[src/rtl/bp_cce_dir_row_updater_if.sv]
// Coherence state encoding shared with the tag checker, plus the request,
// response and directory-RAM bundle seen by the row updater.
package bp_cce_dir_pkg;
  typedef enum logic [2:0] {
    e_COH_I = 3'b000,
    e_COH_S = 3'b001,
    e_COH_E = 3'b010,
    e_COH_F = 3'b011,
    e_COH_M = 3'b110,
    e_COH_O = 3'b111
  } bp_coh_states_e;
endpackage

interface bp_cce_dir_row_updater_if #(
  parameter int tag_sets_per_row_p = 2,
  parameter int assoc_p            = 2,
  parameter int tag_width_p        = 8,
  parameter int rows_p             = 4
) ();
  localparam int entry_width_lp  = tag_width_p + $bits(bp_cce_dir_pkg::bp_coh_states_e);
  localparam int row_width_lp    = tag_sets_per_row_p * assoc_p * entry_width_lp;
  localparam int addr_width_lp   = (rows_p > 1) ? $clog2(rows_p) : 1;
  localparam int row_in_width_lp = addr_width_lp + 1;
  localparam int set_width_lp    = (tag_sets_per_row_p > 1) ? $clog2(tag_sets_per_row_p) : 1;
  localparam int way_width_lp    = (assoc_p > 1) ? $clog2(assoc_p) : 1;

  logic                                v_i;
  logic                                ready_o;
  logic [1:0]                          cmd_i;
  logic [row_in_width_lp-1:0]          row_i;
  logic [set_width_lp-1:0]             tag_set_i;
  logic [way_width_lp-1:0]             way_i;
  logic [tag_width_p-1:0]              tag_i;
  bp_cce_dir_pkg::bp_coh_states_e      state_i;
  logic                                v_o;
  logic                                yumi_i;
  logic [tag_width_p-1:0]              old_tag_o;
  bp_cce_dir_pkg::bp_coh_states_e      old_state_o;
  logic                                err_o;
  logic                                ram_v_o;
  logic                                ram_w_o;
  logic [addr_width_lp-1:0]            ram_addr_o;
  logic [row_width_lp-1:0]             ram_data_o;
  logic                                ram_ready_i;
  logic [row_width_lp-1:0]             ram_data_i;

  modport slave (
    input  v_i, cmd_i, row_i, tag_set_i, way_i, tag_i, state_i, yumi_i,
           ram_ready_i, ram_data_i,
    output ready_o, v_o, old_tag_o, old_state_o, err_o,
           ram_v_o, ram_w_o, ram_addr_o, ram_data_o
  );

  modport master (
    output v_i, cmd_i, row_i, tag_set_i, way_i, tag_i, state_i, yumi_i,
           ram_ready_i, ram_data_i,
    input  ready_o, v_o, old_tag_o, old_state_o, err_o,
           ram_v_o, ram_w_o, ram_addr_o, ram_data_o
  );
endinterface

[src/rtl/bp_cce_dir_row_updater.sv]
// Read-modify-write of one directory row: write tag+state, write state only,
// or invalidate a whole tag set; the prior entry is returned to the CCE.
//
// state  | meaning
// READY  | accepting a request
// READ   | RAM read of the addressed row, held until ram_ready_i
// MODIFY | read data arrives; old entry latched, modified row built
// WRITE  | RAM write of the modified row, held until ram_ready_i
// RESP   | response valid until yumi_i
module bp_cce_dir_row_updater
  import bp_cce_dir_pkg::*;
#(
  parameter int tag_sets_per_row_p = 2,
  parameter int assoc_p            = 2,
  parameter int tag_width_p        = 8,
  parameter int rows_p             = 4
) (
  input  logic clk_i,
  input  logic reset_n_i,
  bp_cce_dir_row_updater_if.slave io
);
  localparam int state_width_lp  = $bits(bp_coh_states_e);
  localparam int entry_width_lp  = tag_width_p + state_width_lp;
  localparam int row_width_lp    = tag_sets_per_row_p * assoc_p * entry_width_lp;
  localparam int addr_width_lp   = (rows_p > 1) ? $clog2(rows_p) : 1;
  // row_i has one spare bit so an out-of-range row is expressible for any rows_p
  localparam int row_in_width_lp = addr_width_lp + 1;
  localparam int set_width_lp    = (tag_sets_per_row_p > 1) ? $clog2(tag_sets_per_row_p) : 1;
  localparam int way_width_lp    = (assoc_p > 1) ? $clog2(assoc_p) : 1;
  localparam logic [row_in_width_lp-1:0] rows_lim_lp = row_in_width_lp'(rows_p);

  typedef enum logic [2:0] {READY, READ, MODIFY, WRITE, RESP} state_e;

  state_e                    state_q, state_d;
  logic [1:0]                cmd_q, cmd_d;
  logic [addr_width_lp-1:0]  row_q, row_d;
  logic [set_width_lp-1:0]   set_q, set_d;
  logic [way_width_lp-1:0]   way_q, way_d;
  logic [tag_width_p-1:0]    tag_q, tag_d;
  bp_coh_states_e            st_q, st_d;
  logic [row_width_lp-1:0]   data_q, data_d;
  logic [tag_width_p-1:0]    old_tag_q, old_tag_d;
  bp_coh_states_e            old_st_q, old_st_d;
  logic                      err_q, err_d;

  logic [row_width_lp-1:0]   mod_row;
  logic [entry_width_lp-1:0] old_entry;
  logic [entry_width_lp-1:0] ent;

  always_comb begin
    mod_row   = io.ram_data_i;
    old_entry = '0;
    ent       = '0;
    for (int i = 0; i < tag_sets_per_row_p; i++) begin
      for (int j = 0; j < assoc_p; j++) begin
        ent = io.ram_data_i[(i*assoc_p+j)*entry_width_lp +: entry_width_lp];
        if (set_width_lp'(i) == set_q && way_width_lp'(j) == way_q) begin
          old_entry = ent;
          if (cmd_q == 2'd0)      ent = {tag_q, st_q};
          else if (cmd_q == 2'd1) ent[state_width_lp-1:0] = st_q;
        end
        if (cmd_q == 2'd2 && set_width_lp'(i) == set_q)
          ent = {{tag_width_p{1'b0}}, e_COH_I};
        mod_row[(i*assoc_p+j)*entry_width_lp +: entry_width_lp] = ent;
      end
    end
  end

  always_comb begin
    state_d    = state_q;
    cmd_d      = cmd_q;
    row_d      = row_q;
    set_d      = set_q;
    way_d      = way_q;
    tag_d      = tag_q;
    st_d       = st_q;
    data_d     = data_q;
    old_tag_d  = old_tag_q;
    old_st_d   = old_st_q;
    err_d      = err_q;
    io.ready_o = 1'b0;
    io.v_o     = 1'b0;
    io.ram_v_o = 1'b0;
    io.ram_w_o = 1'b0;
    unique case (state_q)
      READY: begin
        io.ready_o = 1'b1;
        if (io.v_i) begin
          cmd_d = io.cmd_i;
          row_d = io.row_i[addr_width_lp-1:0];
          set_d = io.tag_set_i;
          way_d = io.way_i;
          tag_d = io.tag_i;
          st_d  = io.state_i;
          if (io.row_i >= rows_lim_lp || io.cmd_i == 2'd3) begin
            err_d     = 1'b1;
            old_tag_d = '0;
            old_st_d  = e_COH_I;
            state_d   = RESP;
          end else begin
            err_d   = 1'b0;
            state_d = READ;
          end
        end
      end
      READ: begin
        io.ram_v_o = 1'b1;
        if (io.ram_ready_i) state_d = MODIFY;
      end
      MODIFY: begin
        data_d    = mod_row;
        old_tag_d = old_entry[entry_width_lp-1 -: tag_width_p];
        old_st_d  = bp_coh_states_e'(old_entry[state_width_lp-1:0]);
        state_d   = WRITE;
      end
      WRITE: begin
        io.ram_v_o = 1'b1;
        io.ram_w_o = 1'b1;
        if (io.ram_ready_i) state_d = RESP;
      end
      RESP: begin
        io.v_o = 1'b1;
        if (io.yumi_i) state_d = READY;
      end
      default: state_d = READY;
    endcase
  end

  // Outputs decode from async-reset state, so reset drops ram_v_o immediately
  assign io.ram_addr_o  = row_q;
  assign io.ram_data_o  = (state_q == WRITE) ? data_q : '0;
  assign io.old_tag_o   = old_tag_q;
  assign io.old_state_o = old_st_q;
  assign io.err_o       = err_q;

  always_ff @(posedge clk_i or negedge reset_n_i) begin
    if (!reset_n_i) begin
      state_q   <= READY;
      cmd_q     <= 2'd0;
      row_q     <= '0;
      set_q     <= '0;
      way_q     <= '0;
      tag_q     <= '0;
      st_q      <= e_COH_I;
      data_q    <= '0;
      old_tag_q <= '0;
      old_st_q  <= e_COH_I;
      err_q     <= 1'b0;
    end else begin
      state_q   <= state_d;
      cmd_q     <= cmd_d;
      row_q     <= row_d;
      set_q     <= set_d;
      way_q     <= way_d;
      tag_q     <= tag_d;
      st_q      <= st_d;
      data_q    <= data_d;
      old_tag_q <= old_tag_d;
      old_st_q  <= old_st_d;
      err_q     <= err_d;
    end
  end
endmodule

[src/flat_wrapper.sv]
// flat-port wrapper written by rule: the top's interface ports become plain ports
module bp_cce_dir_row_updater_flat import bp_cce_dir_pkg::*;
#(
  parameter int tag_sets_per_row_p = 2,
  parameter int assoc_p            = 2,
  parameter int tag_width_p        = 8,
  parameter int rows_p             = 4
)
  (clk_i, reset_n_i, io_v_i, io_cmd_i, io_row_i, io_tag_set_i, io_way_i, io_tag_i, io_state_i, io_yumi_i, io_ram_ready_i, io_ram_data_i, io_ready_o, io_v_o, io_old_tag_o, io_old_state_o, io_err_o, io_ram_v_o, io_ram_w_o, io_ram_addr_o, io_ram_data_o);
  bp_cce_dir_row_updater_if #(.tag_sets_per_row_p(tag_sets_per_row_p), .assoc_p(assoc_p), .tag_width_p(tag_width_p), .rows_p(rows_p)) io_i ();
  input  logic clk_i;
  input  logic reset_n_i;
  input wire logic [$bits(io_i.v_i)-1:0] io_v_i;
  input wire logic [$bits(io_i.cmd_i)-1:0] io_cmd_i;
  input wire logic [$bits(io_i.row_i)-1:0] io_row_i;
  input wire logic [$bits(io_i.tag_set_i)-1:0] io_tag_set_i;
  input wire logic [$bits(io_i.way_i)-1:0] io_way_i;
  input wire logic [$bits(io_i.tag_i)-1:0] io_tag_i;
  input wire logic [$bits(io_i.state_i)-1:0] io_state_i;
  input wire logic [$bits(io_i.yumi_i)-1:0] io_yumi_i;
  input wire logic [$bits(io_i.ram_ready_i)-1:0] io_ram_ready_i;
  input wire logic [$bits(io_i.ram_data_i)-1:0] io_ram_data_i;
  output wire logic [$bits(io_i.ready_o)-1:0] io_ready_o;
  output wire logic [$bits(io_i.v_o)-1:0] io_v_o;
  output wire logic [$bits(io_i.old_tag_o)-1:0] io_old_tag_o;
  output wire logic [$bits(io_i.old_state_o)-1:0] io_old_state_o;
  output wire logic [$bits(io_i.err_o)-1:0] io_err_o;
  output wire logic [$bits(io_i.ram_v_o)-1:0] io_ram_v_o;
  output wire logic [$bits(io_i.ram_w_o)-1:0] io_ram_w_o;
  output wire logic [$bits(io_i.ram_addr_o)-1:0] io_ram_addr_o;
  output wire logic [$bits(io_i.ram_data_o)-1:0] io_ram_data_o;
  assign io_i.v_i = io_v_i;
  assign io_i.cmd_i = io_cmd_i;
  assign io_i.row_i = io_row_i;
  assign io_i.tag_set_i = io_tag_set_i;
  assign io_i.way_i = io_way_i;
  assign io_i.tag_i = io_tag_i;
  assign io_i.state_i = io_state_i;
  assign io_i.yumi_i = io_yumi_i;
  assign io_i.ram_ready_i = io_ram_ready_i;
  assign io_i.ram_data_i = io_ram_data_i;
  assign io_ready_o = io_i.ready_o;
  assign io_v_o = io_i.v_o;
  assign io_old_tag_o = io_i.old_tag_o;
  assign io_old_state_o = io_i.old_state_o;
  assign io_err_o = io_i.err_o;
  assign io_ram_v_o = io_i.ram_v_o;
  assign io_ram_w_o = io_i.ram_w_o;
  assign io_ram_addr_o = io_i.ram_addr_o;
  assign io_ram_data_o = io_i.ram_data_o;
  bp_cce_dir_row_updater #(.tag_sets_per_row_p(tag_sets_per_row_p), .assoc_p(assoc_p), .tag_width_p(tag_width_p), .rows_p(rows_p)) u_core (.clk_i(clk_i), .reset_n_i(reset_n_i), .io(io_i));
endmodule
[config.mk]
export PLATFORM = sky130hd
export DESIGN_NAME = bp_cce_dir_row_updater_flat
export DESIGN_NICKNAME = d
export VERILOG_FILES = /design/src/rtl/bp_cce_dir_row_updater_if.sv /design/src/rtl/bp_cce_dir_row_updater.sv /design/src/flat_wrapper.sv
export SDC_FILE = /design/constraint.sdc
export NUM_CORES = 1
export LEC_CHECK = 0
export ABC_CLOCK_PERIOD_IN_PS = 2900
export CAP_MARGIN = 20
export CORE_MARGIN = 2
export CORE_UTILIZATION = 40
export DETAILED_ROUTE_END_ITERATION = 6
export GPL_ROUTABILITY_DRIVEN = 0
export PLACE_DENSITY_LB_ADDON = 0.12
export SLEW_MARGIN = 20
export SYNTH_ARGS = -nofsm -noshare
export SYNTH_HDL_FRONTEND = slang
export SYNTH_SLANG_ARGS = --single-unit
[constraint.sdc]
create_clock -name clk_i -period 2.9 [get_ports clk_i]
set_input_delay 0.58 -clock clk_i [delete_from_list [all_inputs] [get_ports clk_i]]
set_output_delay 0.58 -clock clk_i [all_outputs]
set_load 0.02 [all_outputs]
==> metrics.yaml, run 1 <==
clock_tree:
  cts_resized: 0
  cts_tree: "yes"
  clk_pin_slew_worst_paths_ns: 0.08
  clock_sinks: 76
  cts_setup_buffers: 0
  cts_hold_buf: 0
  htreeDepth: 3
  cts_buffer_depth: 2
  clk_latency_ns: 0.35
  clock-root-buffer: "clkbuf_8"
  cts_buffers: 9
worst_setup_path:
  critical_path_class: "reg2out"
  path_cells: "and3b_1 > buf_12 > and2_1 > clkdlybuf4s50_1"
  startpoint: "u_core.state_q[2]"
  cp_max_fo: 46
  critPathTopFamily: "buffers and inverters"
  end_kind: "primary output"
  worst-path-buf-inv: 2
  max_stage_delay_ns: 0.62
  startpoint_type: "flip-flop"
  critPathArrivalTime_ns: 2.16
  r2r-start: "u_core.cmd_q[1]"
  slowest_stage: "clkdlybuf4s50_1"
  worstPathRequired_ns: 2.32
  ff2ff_setup_slack_ns: 0.97
floorplanning:
  die-area_um2: 10800
  rows: 36
  initial_utilization_pct: 40.9
  die_x_um: 104
  core-area_um2: 9730
  num_io_pins: 129
  die-height_um: 104
timing:
  hold_violations: 0
  setup_viol: 0
  rsz0062_at_grt: "false"
  skew_ns: 0.0121
  worst_pin_slew_ns: 0.681
  fin_crit_sh_pct: 94.6
  timing.fmax_mhz: 365
  slew_viol_final: 0
  setup_ws_ns: 0.157
  setup-tns-final_ns: 0
  period_needed_ns: 2.74
  relSlewSlack_pct: 54.3
outcome:
  status: "complete, no violations"
synthesis:
  ys_async_sr_fraction_pct: 100
  ys_seq_area_share_pct: 47.8
  synth_common_cells: "dfrtp_1, nand2_1, o21ai_0, and2_1, mux2i_1"
  synth_area_leader_cell: "dfrtp_1"
  syn_area_um2: 3980
  synth_nets: 443
  yosysWarnings: 0
  synthFlopType: "dfrtp_1"
  synth_most_common_cell: "dfrtp_1"
  synth.distinct_cells: 31
  synth-seq-cells: 76
  syn_inst: 376
  postSynthAreaPerCell_um2: 10.6
  synth.area.top_cells: "dfrtp_1, mux2i_1, and2_1, nand2_1, mux4_2"
  netlist.area_leader.share_pct: 47.8
  synth-edff-count: 0
run:
  drv_cap: 0
global_routing:
  grt_overflow: 0
  grt_max_degree: 77
  grt_pass1_wl_um: 18400
  track_usage_pct: 22.2
  antenna_found_initial: 0
  grt_pass1_vias: 3357
power_and_ir_drop:
  power_density_nw_per_um2: 993
  pwr-share-seq_pct: 36.7
  internal-power_mw: 3.42
  ir_drop_mv: 0.471
  switchingPower_mw: 2.21
  p_sw_share_pct: 39.2
  p_leak_nw: 2.31
  comb_power_share_pct: 46.0
  p_clk_share_pct: 17.4
cells_and_area:
  final_cells: 635
  drive_gt1_share_pct: 13.1
  synthToLayoutAreaGrowth_pct: 42.6
  nets: 565
  n_antenna_cell: 0
routing:
  ant_nets: 0
  wl_per_cell_um: 18.3
  drc: 0
  wl_um: 11600
  drtIter0Drc: 132
  dr.pass1.iters: 4
  via_per_inst: 5.05
  vias: 3205
placement:
  port_buffers: 128
  pre_cts_ws_ns: 0.540
  dp_hpwl_um: 8590
  dp_cells: 619
worst_hold_path:
  hp-class: "in2async"
-- final cells by class --
class	count	area, um2
fill	883	4060
multi-input combinational	268	1940
sequential	76	1900
timing repair buffer	140	1410
tap	133	166
clock buffer	10	138
clock inverter	5	100
inverter	3	11.3
-- state kept, by name, indices dropped and copies added, names as in the netlist --
register / cells
u_core.cmd_q: 2
u_core.data_q: 44
u_core.io.err_o: 1
u_core.io.old_state_o: 3
u_core.io.old_tag_o: 8
u_core.io.ram_addr_o: 2
u_core.set_q: 1
u_core.st_q: 3
u_core.state_q: 3
u_core.tag_q: 8
u_core.way_q: 1
-- kinds of logic after synthesis --
family / Yosys count / synth area share (%)
muxes: 71 / 21.8
xor gates and xnor gates: 1 / 0.220
and+or+nand+nor: 134 / 18.1
AOI/OAI and AO/OA: 62 / 8.08
DFF: 76 / 47.8
buffers and inverters: 32 / 3.99
-- layer usage --
layer	up-vias	GRT usage [%]	share of wire [%]	routed length, um
met4	0	6.27	1.5	169
met2	102	36.1	48	5520
met5	-	0	0	0
met1	1555	30.3	46	5290
li1	1536	-	-	-
met3	12	4.53	5.3	619
-- per-stage QoR --
stage | hold slack [ns] | power (mW) | utilization (%) | cell area, um2
after floorplan | 0.284 | 3.59 | - | 3980
after global placement | 0.454 | 4.59 | 55.5 | 5400
after detailed placement | 0.463 | 4.67 | 55.6 | 5410
after CTS | 0.422 | 5.65 | 58.0 | 5640
after global routing | 0.112 | 6.00 | 58.3 | 5670
final | 0.104 | 5.63 | 58.3 | 5670
-- placed cells by master (no fill, tap or decap), types with 2 or more instances in the layout --
cell             netlist  final
mux2_2                16     16
bufinv_16              0      3
mux2i_1               44     44
nor4b_2                1      2
o21ai_1               12     14
a21oi_1                2      2
nor2_1                 3      3
and2_1                44     44
clkdlybuf4s50_1        0    127
buf_12                 0      2
nand2_1               71     71
mux4_2                11     11
clkbuf_8               0     10
inv_1                  3      3
dfrtp_1               76     76
clkinv_2               0      2
nor3b_2                3      3
buf_4                  4     10
o21ai_0               45     43
-- path summary, 6_finish.rpt --
path,to,cells after the start
hold reg to reg,u_core.data_q[28],2
hold / removal,u_core.data_q[8],1
setup reg to reg,u_core.data_q[27],4
setup / recovery,io_ram_data_o[22],4
max in group asynchronous,u_core.io.old_tag_o[2],2
min in group clk_i,u_core.data_q[28],2
-- power by group through the flow --
stage	logic, mW	registers [mW]	clock network (mW)
detailed placement	2.60	2.07	0
global route	2.82	2.14	1.05
floorplan	1.68	1.91	0
global placement	2.55	2.04	0
CTS	2.61	2.05	0.991
finish	2.59	2.06	0.978
(Power assumes the default switching activity.)
==> inputs of run 2 (changes only) <==
--- a/config.mk
+++ b/config.mk
@@ -5,13 +5,14 @@
 export SDC_FILE = /design/constraint.sdc
 export NUM_CORES = 1
 export LEC_CHECK = 0
+export ABC_AREA = 0
 export ABC_CLOCK_PERIOD_IN_PS = 2900
 export CAP_MARGIN = 20
 export CORE_MARGIN = 2
 export CORE_UTILIZATION = 40
 export DETAILED_ROUTE_END_ITERATION = 6
 export GPL_ROUTABILITY_DRIVEN = 0
-export PLACE_DENSITY_LB_ADDON = 0.12
+export PLACE_DENSITY = 0.72
 export SLEW_MARGIN = 20
 export SYNTH_ARGS = -nofsm -noshare
 export SYNTH_HDL_FRONTEND = slang
==> metrics.yaml, run 2 (synthesis results as in run 1) <==
outcome:
  status: "complete, no violations"
clock_tree:
  cts_hold_buf: 0  # unchanged
  cts_tree: "yes"
  clk_pin_slew_worst_paths_ns: 0.08  # about the same
  htreeDepth: 3  # unchanged
  cts_buffer_depth: 2  # unchanged
  clock_sinks: 76  # unchanged
  cts_buffers: 9  # unchanged
  cts_setup_buffers: 0  # unchanged
  clk_latency_ns: 0.34  # about the same
  clock-root-buffer: "clkbuf_8"
worst_setup_path:
  ff2ff_setup_slack_ns: 0.98  # about the same
  startpoint_type: "flip-flop"
  cp_max_fo: 35  # -24%
  r2r_end: "u_core.io.old_tag_o[0]"
  crit_end: "io_ram_data_o[37]"
  end_kind: "primary output"
  reg2regPathDepth: 4  # unchanged
  critical_path_class: "reg2out"
  r2r-start: "u_core.way_q"
  worstPathRequired_ns: 2.32  # about the same
  startpoint: "u_core.state_q[1]"
  critPathArrivalTime_ns: 2.18  # +0.02 ns
timing:
  relSlewSlack_pct: 37.8  # -16 points
  hold_violations: 0  # unchanged
  fin_crit_sh_pct: 95.2  # +0.66 points
  rsz0062_at_grt: "false"
  setup-tns-final_ns: 0  # unchanged
  skew_ns: 0.0102  # -0.00190 ns
  setup_viol: 0  # unchanged
  slew_viol_final: 0  # unchanged
  worst_pin_slew_ns: 0.932  # +0.252 ns
  timing.fmax_mhz: 362  # -0.70%
  period_needed_ns: 2.76  # +0.0192 ns
placement:
  dp_hpwl_um: 8630  # +0.42%
  dp_cells: 620  # +0.16%
  port_buffers: 128  # unchanged
power_and_ir_drop:
  ir_drop_mv: 0.552  # +17%
  p_leak_nw: 2.30  # -0.38%
  power_density_nw_per_um2: 994  # +0.17%
global_routing:
  grtUsageMet1_pct: 27.8  # -2.5 points
  track_usage_pct: 21.8  # -0.40 points
  antenna_found_initial: 0  # unchanged
  grt_busiest_layer: "met2"
  grt_pass1_vias: 3413  # +1.7%
  grt_max_degree: 77  # unchanged
  grt_overflow: 0  # unchanged
  use_met2_pct: 37.0  # +0.95 points
  met3_usage_pct: 3.71  # -0.82 points
  grt_pass1_wl_um: 18300  # -0.86%
floorplanning:
  die-area_um2: 10800  # unchanged
  initial_utilization_pct: 40.9  # unchanged
  die-height_um: 104  # unchanged
  num_io_pins: 129  # unchanged
  core-area_um2: 9730  # unchanged
  rows: 36  # unchanged
  die_x_um: 104  # unchanged
cells_and_area:
  mostFrequentLayoutCell: "clkdlybuf4s50_1"
  multiInputGateArea_um2: 1950  # +0.32%
  layout_common_cells: "clkdlybuf4s50_1, dfrtp_1, nand2_1, and2_1, mux2i_1"
  largest_reg_flops: 44  # unchanged
  final_cells: 636  # +0.16%
  fill_cells: 879  # -0.45%
  nets: 565  # unchanged
  regMostFlops: "u_core.data_q"
  seqCellArea_um2: 1900  # about the same
  drive_gt1_share_pct: 13.5  # +0.37 points
  n_antenna_cell: 0  # unchanged
  synthToLayoutAreaGrowth_pct: 42.0
  finalCoreUtilization_pct: 58.0  # -0.26 points
routing:
  ant_nets: 0  # unchanged
  via_per_inst: 5.11  # +1.3%
  wl_per_cell_um: 17.6  # -3.6%
  drtIter0Drc: 181  # +37%
  vias: 3252  # +1.5%
  dr.pass1.iters: 4  # unchanged
  drc: 0  # unchanged
  wl_um: 11200  # -3.5%
run:
  drv_cap: 0  # unchanged
worst_hold_path:
  hp-class: "in2async"
[run 2: power by group]
| part | switching [mW] | total (mW) | internal [mW] |
|---|---|---|---|
| logic | 1.32 | 2.58 | 1.26 |
| registers | 0.473 | 2.04 | 1.57 |
| clock network | 0.381 | 0.999 | 0.618 |
| total | 2.17 | 5.61 | 3.44 |
[run 2: timing repair]
item | in CTS | in global routing
endpoints found under the hold margin | 0 | 0
resized for setup | 0 | 1
endpoints found under the setup margin | 0 | 1
[run 2: area by class of cell]
| class | instances | share of cell area, % |
|---|---|---|
| tap | 133 | 2.95 |
| clock inverter | 4 | 1.68 |
| multi-input combinational | 268 | 34.5 |
| inverter | 3 | 0.199 |
| timing repair buffer | 140 | 24.2 |
| sequential | 76 | 33.7 |
| clock buffer | 12 | 2.75 |
[run 2: through the flow]
stage / hold slack (ns) / setup slack (ns) / instance area, um2 / power [mW]
6_report: 0.377 / 0.138 / 5650 / 5.61
5_1_grt: 0.455 / 0.0243 / 5650 / 6.00
4_1_cts: 0.415 / 0.0411 / 5640 / 5.65
3_5_place_dp: 0.464 / 0.415 / 5390 / 4.65
3_3_place_gp: 0.458 / 0.455 / 5390 / 4.55
2_1_floorplan: 0.284 / 0.755 / 3980 / 3.59
[run 2: critical path: stages (launching register included)]
cell and delay (ns):
dfrtp_1 0.49, and3b_1 0.22, buf_4 0.27, and2_1 0.23, clkdlybuf4s50_1 0.62
[run 2: layer usage]
layer | part of all wire [%] | up-vias
met5 | 0 | -
met4 | 2.3 | 0
met2 | 50 | 104
met1 | 42 | 1595
met3 | 5.4 | 16
li1 | - | 1537
[run 2: worst min path at each step]
stage / start / slack, ns / endpoint
after floorplan: reset_n_i / 0.28 / u_core.cmd_q[0]
after global placement: u_core.data_q[1] / 0.46 / u_core.data_q[1]
after detailed placement: u_core.data_q[37] / 0.46 / u_core.data_q[37]
after CTS: reset_n_i / 0.42 / u_core.data_q[2]
after global routing: reset_n_i / 0.45 / u_core.data_q[2]
final: reset_n_i / 0.38 / u_core.data_q[2]
==> inputs of run 3 (changes only) <==
--- a/config.mk
+++ b/config.mk
@@ -12,7 +12,7 @@
 export CORE_UTILIZATION = 40
 export DETAILED_ROUTE_END_ITERATION = 6
 export GPL_ROUTABILITY_DRIVEN = 0
-export PLACE_DENSITY = 0.72
+export PLACE_DENSITY_LB_ADDON = 0.12
 export SLEW_MARGIN = 20
 export SYNTH_ARGS = -nofsm -noshare
 export SYNTH_HDL_FRONTEND = slang
==> results of run 3 <==
Final layout, timing and power as in run 1 (identical DEF).
